**config.mk**
```make
export PLATFORM = sky130hd
export DESIGN_NAME = uart_prog_loader
export DESIGN_NICKNAME = d
export VERILOG_FILES = /design/src/rtl/uart_prog_loader.sv
export SDC_FILE = /design/constraint.sdc
export NUM_CORES = 1
export LEC_CHECK = 0
export CAP_MARGIN = 20
export CORE_AREA = 2 2 98 100
export CTS_CLUSTER_SIZE = 20
export DETAILED_ROUTE_END_ITERATION = 12
export DIE_AREA = 0 0 100 102
export PLACE_DENSITY_LB_ADDON = 0.15
export SLEW_MARGIN = 5
export SYNTH_ARGS = -nofsm -noshare
export SYNTH_HDL_FRONTEND = slang
export SYNTH_SLANG_ARGS = --single-unit
```
**constraint.sdc**
```tcl
create_clock -name clk -period 2.21 [get_ports clk]
set_input_delay 0.442 -clock clk [delete_from_list [all_inputs] [get_ports clk]]
set_output_delay 0.442 -clock clk [all_outputs]
set_load 0.05 [all_outputs]
```
**src/rtl/uart_prog_loader.sv**
```systemverilog
// uart_prog_loader: receives 8N1 UART bytes, packs them little-endian into words,
// writes them to instruction memory and releases the core on an END_WORD marker.
module uart_prog_loader #(
  parameter int              CLKS_PER_BIT = 87,
  parameter int              ADDR_W       = 14,
  parameter logic [ADDR_W-1:0] BASE_ADDR  = '0,
  parameter logic [31:0]     END_WORD     = 32'h0000_0FFF
) (
  input  logic              clk,
  input  logic              rst_l,
  input  logic              en_i,
  input  logic              rx_i,
  output logic              mem_we_o,
  output logic [ADDR_W-1:0] mem_addr_o,
  output logic [31:0]       mem_wdata_o,
  input  logic              mem_ready_i,
  output logic              rdy_o,
  output logic              done_o,
  output logic              core_rst_l_o,
  output logic              frame_err_o,
  output logic              overrun_o
);
  localparam int CW = $clog2(CLKS_PER_BIT);
  localparam logic [CW-1:0] HALF_M1 = CW'(CLKS_PER_BIT / 2 - 1);
  localparam logic [CW-1:0] FULL_M1 = CW'(CLKS_PER_BIT - 1);
  typedef enum logic [1:0] {IDLE, START, DATA, STOP} state_t;
  state_t            state_q, state_d;
  logic              rx_s1_q, rx_s2_q, rdy_q;
  logic [CW-1:0]     cnt_q, cnt_d;
  logic [2:0]        bit_q, bit_d;
  logic [7:0]        shift_q, shift_d;
  logic [1:0]        idx_q, idx_d;
  logic [23:0]       word_q, word_d;
  logic              we_q, we_d, done_q, done_d, ferr_q, ferr_d, ovr_q, ovr_d;
  logic [ADDR_W-1:0] addr_q, addr_d;
  logic [31:0]       wdata_q, wdata_d, full;
  logic              byte_ok;
  always_comb begin
    state_d = state_q;
    cnt_d   = cnt_q;
    bit_d   = bit_q;
    shift_d = shift_q;
    idx_d   = idx_q;
    word_d  = word_q;
    we_d    = we_q;
    addr_d  = addr_q;
    wdata_d = wdata_q;
    done_d  = done_q;
    ferr_d  = ferr_q;
    ovr_d   = ovr_q;
    byte_ok = 1'b0;
    full    = {shift_q, word_q};
    if (we_q && mem_ready_i) begin
      we_d   = 1'b0;
      addr_d = addr_q + 1'b1;
    end
    if (!en_i) begin
      state_d = IDLE;
      idx_d   = '0;
      word_d  = '0;
    end else begin
      case (state_q)
        IDLE: if (rdy_q && !done_q && !rx_s2_q) begin
          state_d = START;
          cnt_d   = '0;
        end
        START: if (cnt_q == HALF_M1) begin
          state_d = rx_s2_q ? IDLE : DATA;
          cnt_d   = '0;
          bit_d   = '0;
        end else cnt_d = cnt_q + 1'b1;
        DATA: if (cnt_q == FULL_M1) begin
          cnt_d   = '0;
          shift_d = {rx_s2_q, shift_q[7:1]};
          bit_d   = bit_q + 1'b1;
          state_d = (bit_q == 3'd7) ? STOP : DATA;
        end else cnt_d = cnt_q + 1'b1;
        default: if (cnt_q == FULL_M1) begin
          state_d = IDLE;
          byte_ok = rx_s2_q;
          ferr_d  = ferr_q | ~rx_s2_q;
          idx_d   = rx_s2_q ? idx_q : 2'd0;
          word_d  = rx_s2_q ? word_q : 24'd0;
        end else cnt_d = cnt_q + 1'b1;
      endcase
    end
    // A completed word is either the end marker, an overrun, or a new write.
    if (byte_ok) begin
      if (idx_q == 2'd3) begin
        idx_d  = '0;
        word_d = '0;
        if (full == END_WORD) done_d = 1'b1;
        else if (we_q) ovr_d = 1'b1;
        else begin
          we_d    = 1'b1;
          wdata_d = full;
        end
      end else begin
        idx_d = idx_q + 1'b1;
        word_d[8*idx_q +: 8] = shift_q;
      end
    end
  end
  always_ff @(posedge clk or negedge rst_l) begin
    if (!rst_l) begin
      rx_s1_q <= 1'b1;
      rx_s2_q <= 1'b1;
      rdy_q   <= 1'b0;
      state_q <= IDLE;
      cnt_q   <= '0;
      bit_q   <= '0;
      shift_q <= '0;
      idx_q   <= '0;
      word_q  <= '0;
      we_q    <= 1'b0;
      addr_q  <= BASE_ADDR;
      wdata_q <= '0;
      done_q  <= 1'b0;
      ferr_q  <= 1'b0;
      ovr_q   <= 1'b0;
    end else begin
      rx_s1_q <= rx_i;
      rx_s2_q <= rx_s1_q;
      rdy_q   <= en_i & ~done_q;
      state_q <= state_d;
      cnt_q   <= cnt_d;
      bit_q   <= bit_d;
      shift_q <= shift_d;
      idx_q   <= idx_d;
      word_q  <= word_d;
      we_q    <= we_d;
      addr_q  <= addr_d;
      wdata_q <= wdata_d;
      done_q  <= done_d;
      ferr_q  <= ferr_d;
      ovr_q   <= ovr_d;
    end
  end
  assign mem_we_o     = we_q;
  assign mem_addr_o   = addr_q;
  assign mem_wdata_o  = wdata_q;
  assign rdy_o        = rdy_q;
  assign done_o       = done_q;
  assign core_rst_l_o = done_q;
  assign frame_err_o  = ferr_q;
  assign overrun_o    = ovr_q;
endmodule

```
# After elaboration in Yosys (flattened, before gate mapping)
# Cells that the tools add are included.
[word_totals] reg_bits=99 output_inout_bits=52 inputBits=5 elab_cells=101
[classes] n_addsub=5 n_mux=37 reduce_logical=17 bitwise_logic=7 n_shift=2 n_eq_ne=18
[op_table] cell="24-bit 2-to-1 mux" n=6
[op_table] cell="5-bit negation with 34-bit output" n=1
[op_table] cell="8-bit by 34-bit variable shift with 24-bit output, first input constant" n=1
[op_table] cell="8-bit by 34-bit variable part select with 24-bit output" n=1
[op_table] cell="32-bit by 12-bit equality test with 1-bit output, second input constant" n=1
[op_table] cell="7-bit 2-to-1 mux" n=4
[op_table] cell="24-bit bitwise mux" n=1
[op_table] cell="2-bit 2-to-1 mux" n=12
[op_table] cell="7-bit case mux with 3 select lines" n=1
[op_table] cell="4-bit AND reduction" n=4
[op_table] cell="3-bit AND reduction" n=5
[op_table] cell="14-bit by 1-bit adder with 14-bit output, second input constant" n=1
[op_table] cell="1-bit 2-to-1 mux" n=9
[op_table] cell="3-bit != test, second input constant" n=3
[op_table] cell="4-bit by 1-bit != test with 1-bit output, second input constant" n=2
[op_table] cell="7-bit by 1-bit adder with 7-bit output, second input constant" n=1
[op_table] cell="7-bit by 6-bit equality test with 1-bit output, second input constant" n=1
[op_table] cell="7-bit equality test, second input constant" n=1
[op_table] cell="3-bit 2-to-1 mux" n=2
[op_table] cell="2-bit != test, second input constant" n=3
[op_table] cell="3-bit by 2-bit != test with 1-bit output, second input constant" n=2
[op_table] cell="2-bit case mux with 3 select lines" n=1
[op_table] cell="3-bit case mux with 2 select lines" n=1
[op_table] cell="1-bit inverter" n=5
[op_table] cell="13 further kinds" n=17

# Depth between registers and ports, before layout
[depth] ltp_word=7 depth_mapped=8 depth_no_buf=7

# Worst setup path before layout
# OpenSTA, ideal clock, no wires.
[synth_path] path_kind="reg-to-reg" start="reg word_q[14]" end="reg wdata_q[10], in the netlist mem_wdata_o[10]" required_ns=2.085 path_stages_with_launch=8 setup_slack_ns=0.147 path_buffers=2 period_less_slack_ns=2.063 arrival_time_ns=1.938 setup_ns=0.125 path_cell_list="dfrtp_1 nand2b_1 or4_4 nor4_4 or3_1 buf_6 buf_12 mux2_4"
[synth_via] elab_chain_len=3
[synth_lines] item="from (decl)" line_no="33" rtl="logic [23:0] word_q, word_d;"
[synth_lines] item="from (signal assigned)" line_no="130" rtl="word_q <= word_d;"
[synth_lines] item="32-bit by 12-bit equality test with 1-bit output" line_no="92" rtl="if (full == END_WORD) done_d = 1'b1;"
[synth_lines] item="1-bit inverter (no source line)"
[synth_lines] item="4-bit AND reduction (no source line)"
[synth_lines] item="to (signal assigned)" line_no="133" rtl="wdata_q <= wdata_d;"
[synth_lines] item="to (decl)" line_no="36" rtl="logic [31:0] wdata_q, wdata_d, full;"
# Every way passes these cells.
# A chain may end at the register's enable or synchronous reset.

# Worst setup path after layout
[layout_path] start="reg word_q[20]" end="reg wdata_q[1], in the netlist mem_wdata_o[1]"
# Same word-level chain as after synthesis.

==> metrics.cfg <==
[routing]
vias_per_cell = 5.37
drt-initial-drc-count = 107
ant_nets = 0
vias = 2880
drt_wl_total_um = 8760
drc = 0
firstDrtPassIters = 4
routedWlPerCell_um = 16.3

[floorplanning]
start_util = 0.489
fp.dieArea_mm2 = 0.0102
die_x_um = 100
die_h_um = 102
core-area_mm2 = 0.00911
io_pins = 57
rows = 35

[sta]
setup_viol = 0
fin_crit_sh = 0.971
tightest_slew_ps = 517
finalHoldViolations = 0
slew_violations = 0
timing.fmax_mhz = 466
clock_skew_ps = 10.4
max-slew-margin-rel = 0.654
min_period_ps = 2150

[power_and_ir_drop]
peakVddDrop_v = 0.000348
power.density_mw_per_mm2 = 647
leakagePower_nw = 2.69
power_mw = 3.61

[synth]
avgSynthCellArea_um2 = 13.5
synth_nets = 350
synth_ff_type = dfrtp_1
yosys.area.top_type = dfrtp_1
synth_cell_types = 50
synth_cells = 331
seq_area_frac_synth = 0.557
synth-edff-count = 0
ys_ff_latch = 99
synthTopCellsByArea = dfrtp_1 54%, mux2_4 9.8%, a22o_1 5.5%, ha_1 3.9%, mux2_2 3.5%
synth_top_area_frac = 0.545
synth_area_mm2 = 0.00445
synthArstFlopShare = 1.00
yosysWarnings = 0

[clock_tree]
cts.sinks = 99
cts_root_buf = clkbuf_8
clock_path_buffers = 2
clk_latency_ps = 360
clk_pin_slew_worst_paths_ps = 100
cts_tree = done
cts_made_buffers = 9
htreeDepth = 3

[critical_path]
cp.arrival_ps = 2400
slowest_delay_ps = 410
critPathLaunchType = flip-flop
cp_cell_sequence = nor4_1 -> nand4_1 -> nor4_4 -> or3_4 -> clkbuf_16 -> mux2_2
worstSetupEndpointType = flip-flop
crit_fanout = 16
worstSetupPathType = reg2reg
worst_ep_required_time_ps = 2460
crit_slowest_cell = dfrtp_1

[layout]
drive_gt1_frac = 0.252
nets = 439
antenna_cells = 0
area_growth_pct = 25.5
fin_cells = 536

[place]
dp_hpwl_um = 5970
portBuffers = 56
place_congestion = 0.772
dp_cells = 518

[grt]
grt_pass1_wl_um = 14200
grt_pass1_vias = 2821
grt_overflow = 0
grt_use_total = 0.177
antenna_found_initial = 0
grt_max_degree = 56

[worst_hold_path]
hp-class = reg2reg

[run_status]
status = completed

[flow_run]
cap_violations = 0

[worst max-delay path: cells and delay by family, from the launching register on]
kind / cells / cell delay (ps)
buffers and inverters: 1 / 190
flip-flops: 1 / 410
multiplexers: 1 / 340
AND/OR/NAND/NOR: 4 / 1070
[final cells by class]
| type | count | area (um^2) |
|---|---|---|
| fill | 767 | 3520 |
| sequential | 99 | 2480 |
| clock inverter | 7 | 105 |
| clock buffer | 9 | 124 |
| timing repair buffer | 86 | 828 |
| inverter | 9 | 33.8 |
| tap | 111 | 139 |
| multi-input combinational | 215 | 1880 |
[logic make-up (layout without fill, tap and decap cells)]
logic type	after synthesis	count (layout)	share of synthesized area
and+or+nand+nor	88	88	0.109
xor gates and xnor gates	13	13	0.0256
AOI/OAI and AO/OA	54	54	0.101
adders and majority gates	14	14	0.0393
DFF	99	99	0.557
buffers and inverters	17	111	0.0278
muxes	46	46	0.140
[power breakdown]
part	switching, mW	internal, mW
Clock	0.657	0.656
Combinational	0.225	0.189
Sequential	0.0398	1.85
[repair_timing]
| item | CTS | global route |
|---|---|---|
| buffers inserted | 0 | 0 |
| setup endpoints to repair | 0 | 35 |
| gates resized for setup | 0 | 6 |
| endpoints found under the hold margin | 22 | 0 |
| hold buffers | 1 | 0 |
[per-stage QoR]
stage                     TNS [ps]  setup WS (ps)  hold WS, ps  instance area [um^2]   util
after CTS                        0           5.23          366                  5540  0.608
after floorplan                  0            147          146                  4450      -
after global placement       -5120           -168          354                  5300  0.582
final                            0           63.3          361                  5590  0.614
after global routing         -76.2          -28.9          358                  5590  0.614
after detailed placement     -6200           -205          355                  5300  0.582
[flip-flops by register name, summed over array words and instances, names as in the netlist]
| name | count |
|---|---|
| word_q | 24 |
| mem_we_o | 1 |
| mem_addr_o | 14 |
| shift_q | 8 |
| core_rst_l_o | 1 |
| rx_s2_q | 1 |
| rdy_o | 1 |
| rx_s1_q | 1 |
| bit_q | 3 |
| overrun_o | 1 |
| state_q | 2 |
| frame_err_o | 1 |
| idx_q | 2 |
| cnt_q | 7 |
| mem_wdata_o | 32 |
[cell usage after synthesis (2+ instances only)]
master / count
buf_12: 3
o21bai_1: 3
a21oi_1: 3
and3_1: 2
nor4_1: 6
mux2_2: 14
nor2_1: 16
dfstp_2: 2
nand4_1: 7
nor3_1: 3
o21a_1: 3
o31ai_1: 2
dfrtp_1: 97
ha_1: 14
mux2i_1: 3
o21ai_0: 2
nor2b_1: 5
nor4_2: 2
mux2_4: 29
a22o_1: 28
or2_2: 2
xor2_1: 2
xnor2_1: 11
nand2b_1: 4
inv_1: 9
nand2_1: 23
a21o_1: 4
nand3_1: 8
clkbuf_1: 3
[placed cells by master (no fill, tap or decap), types with 2 or more instances in the layout]
| master | Yosys | routed |
|---|---|---|
| and3_1 | 2 | 2 |
| buf_4 | 1 | 27 |
| ha_1 | 14 | 14 |
| o21bai_1 | 3 | 3 |
| bufinv_16 | 0 | 2 |
| a22o_1 | 28 | 28 |
| a21o_1 | 4 | 4 |
| xor2_1 | 2 | 2 |
| nand2b_1 | 4 | 4 |
| or2_2 | 2 | 2 |
| nor3_1 | 3 | 3 |
| nand3_1 | 8 | 8 |
| a21oi_1 | 3 | 3 |
| o31ai_1 | 2 | 2 |
| xnor2_1 | 11 | 11 |
| clkbuf_8 | 0 | 9 |
| nor4_2 | 2 | 5 |
| nor2_1 | 16 | 16 |
| mux2_2 | 14 | 14 |
| mux2i_1 | 3 | 3 |
| nor2b_1 | 5 | 5 |
| nor4_1 | 6 | 3 |
| dfrtp_1 | 97 | 97 |
| nand2_1 | 23 | 23 |
| clkdlybuf4s50_1 | 0 | 55 |
| o21a_1 | 3 | 3 |
| buf_12 | 3 | 2 |
| o21ai_0 | 2 | 2 |
| inv_6 | 0 | 2 |
| inv_1 | 9 | 9 |
| nand4_1 | 7 | 7 |
| mux2_4 | 29 | 29 |
| dfstp_2 | 2 | 2 |
[metal layers]
metal | GRT usage | part of all wire | up-vias
met5 | 0 | 0 | -
met4 | 0.0453 | 0.0083 | 0
met3 | 0.0438 | 0.034 | 7
met2 | 0.267 | 0.46 | 47
met1 | 0.261 | 0.50 | 1443
li1 | - | - | 1383
[path summary, 6_finish.rpt]
path | startpoint | to | slack [ps] | cells after the start
max in group asynchronous | rst_l | idx_q[0] | 1080 | 3
max | word_q[20] | mem_wdata_o[1] | 60 | 6
max reg2reg | word_q[20] | mem_wdata_o[1] | 60 | 6
min reg2reg | rx_s1_q | rx_s2_q | 360 | 0
min | rx_s1_q | rx_s2_q | 360 | 0
min in group asynchronous | rst_l | mem_addr_o[7] | 520 | 2
Power figures use the tool's default switching activity.
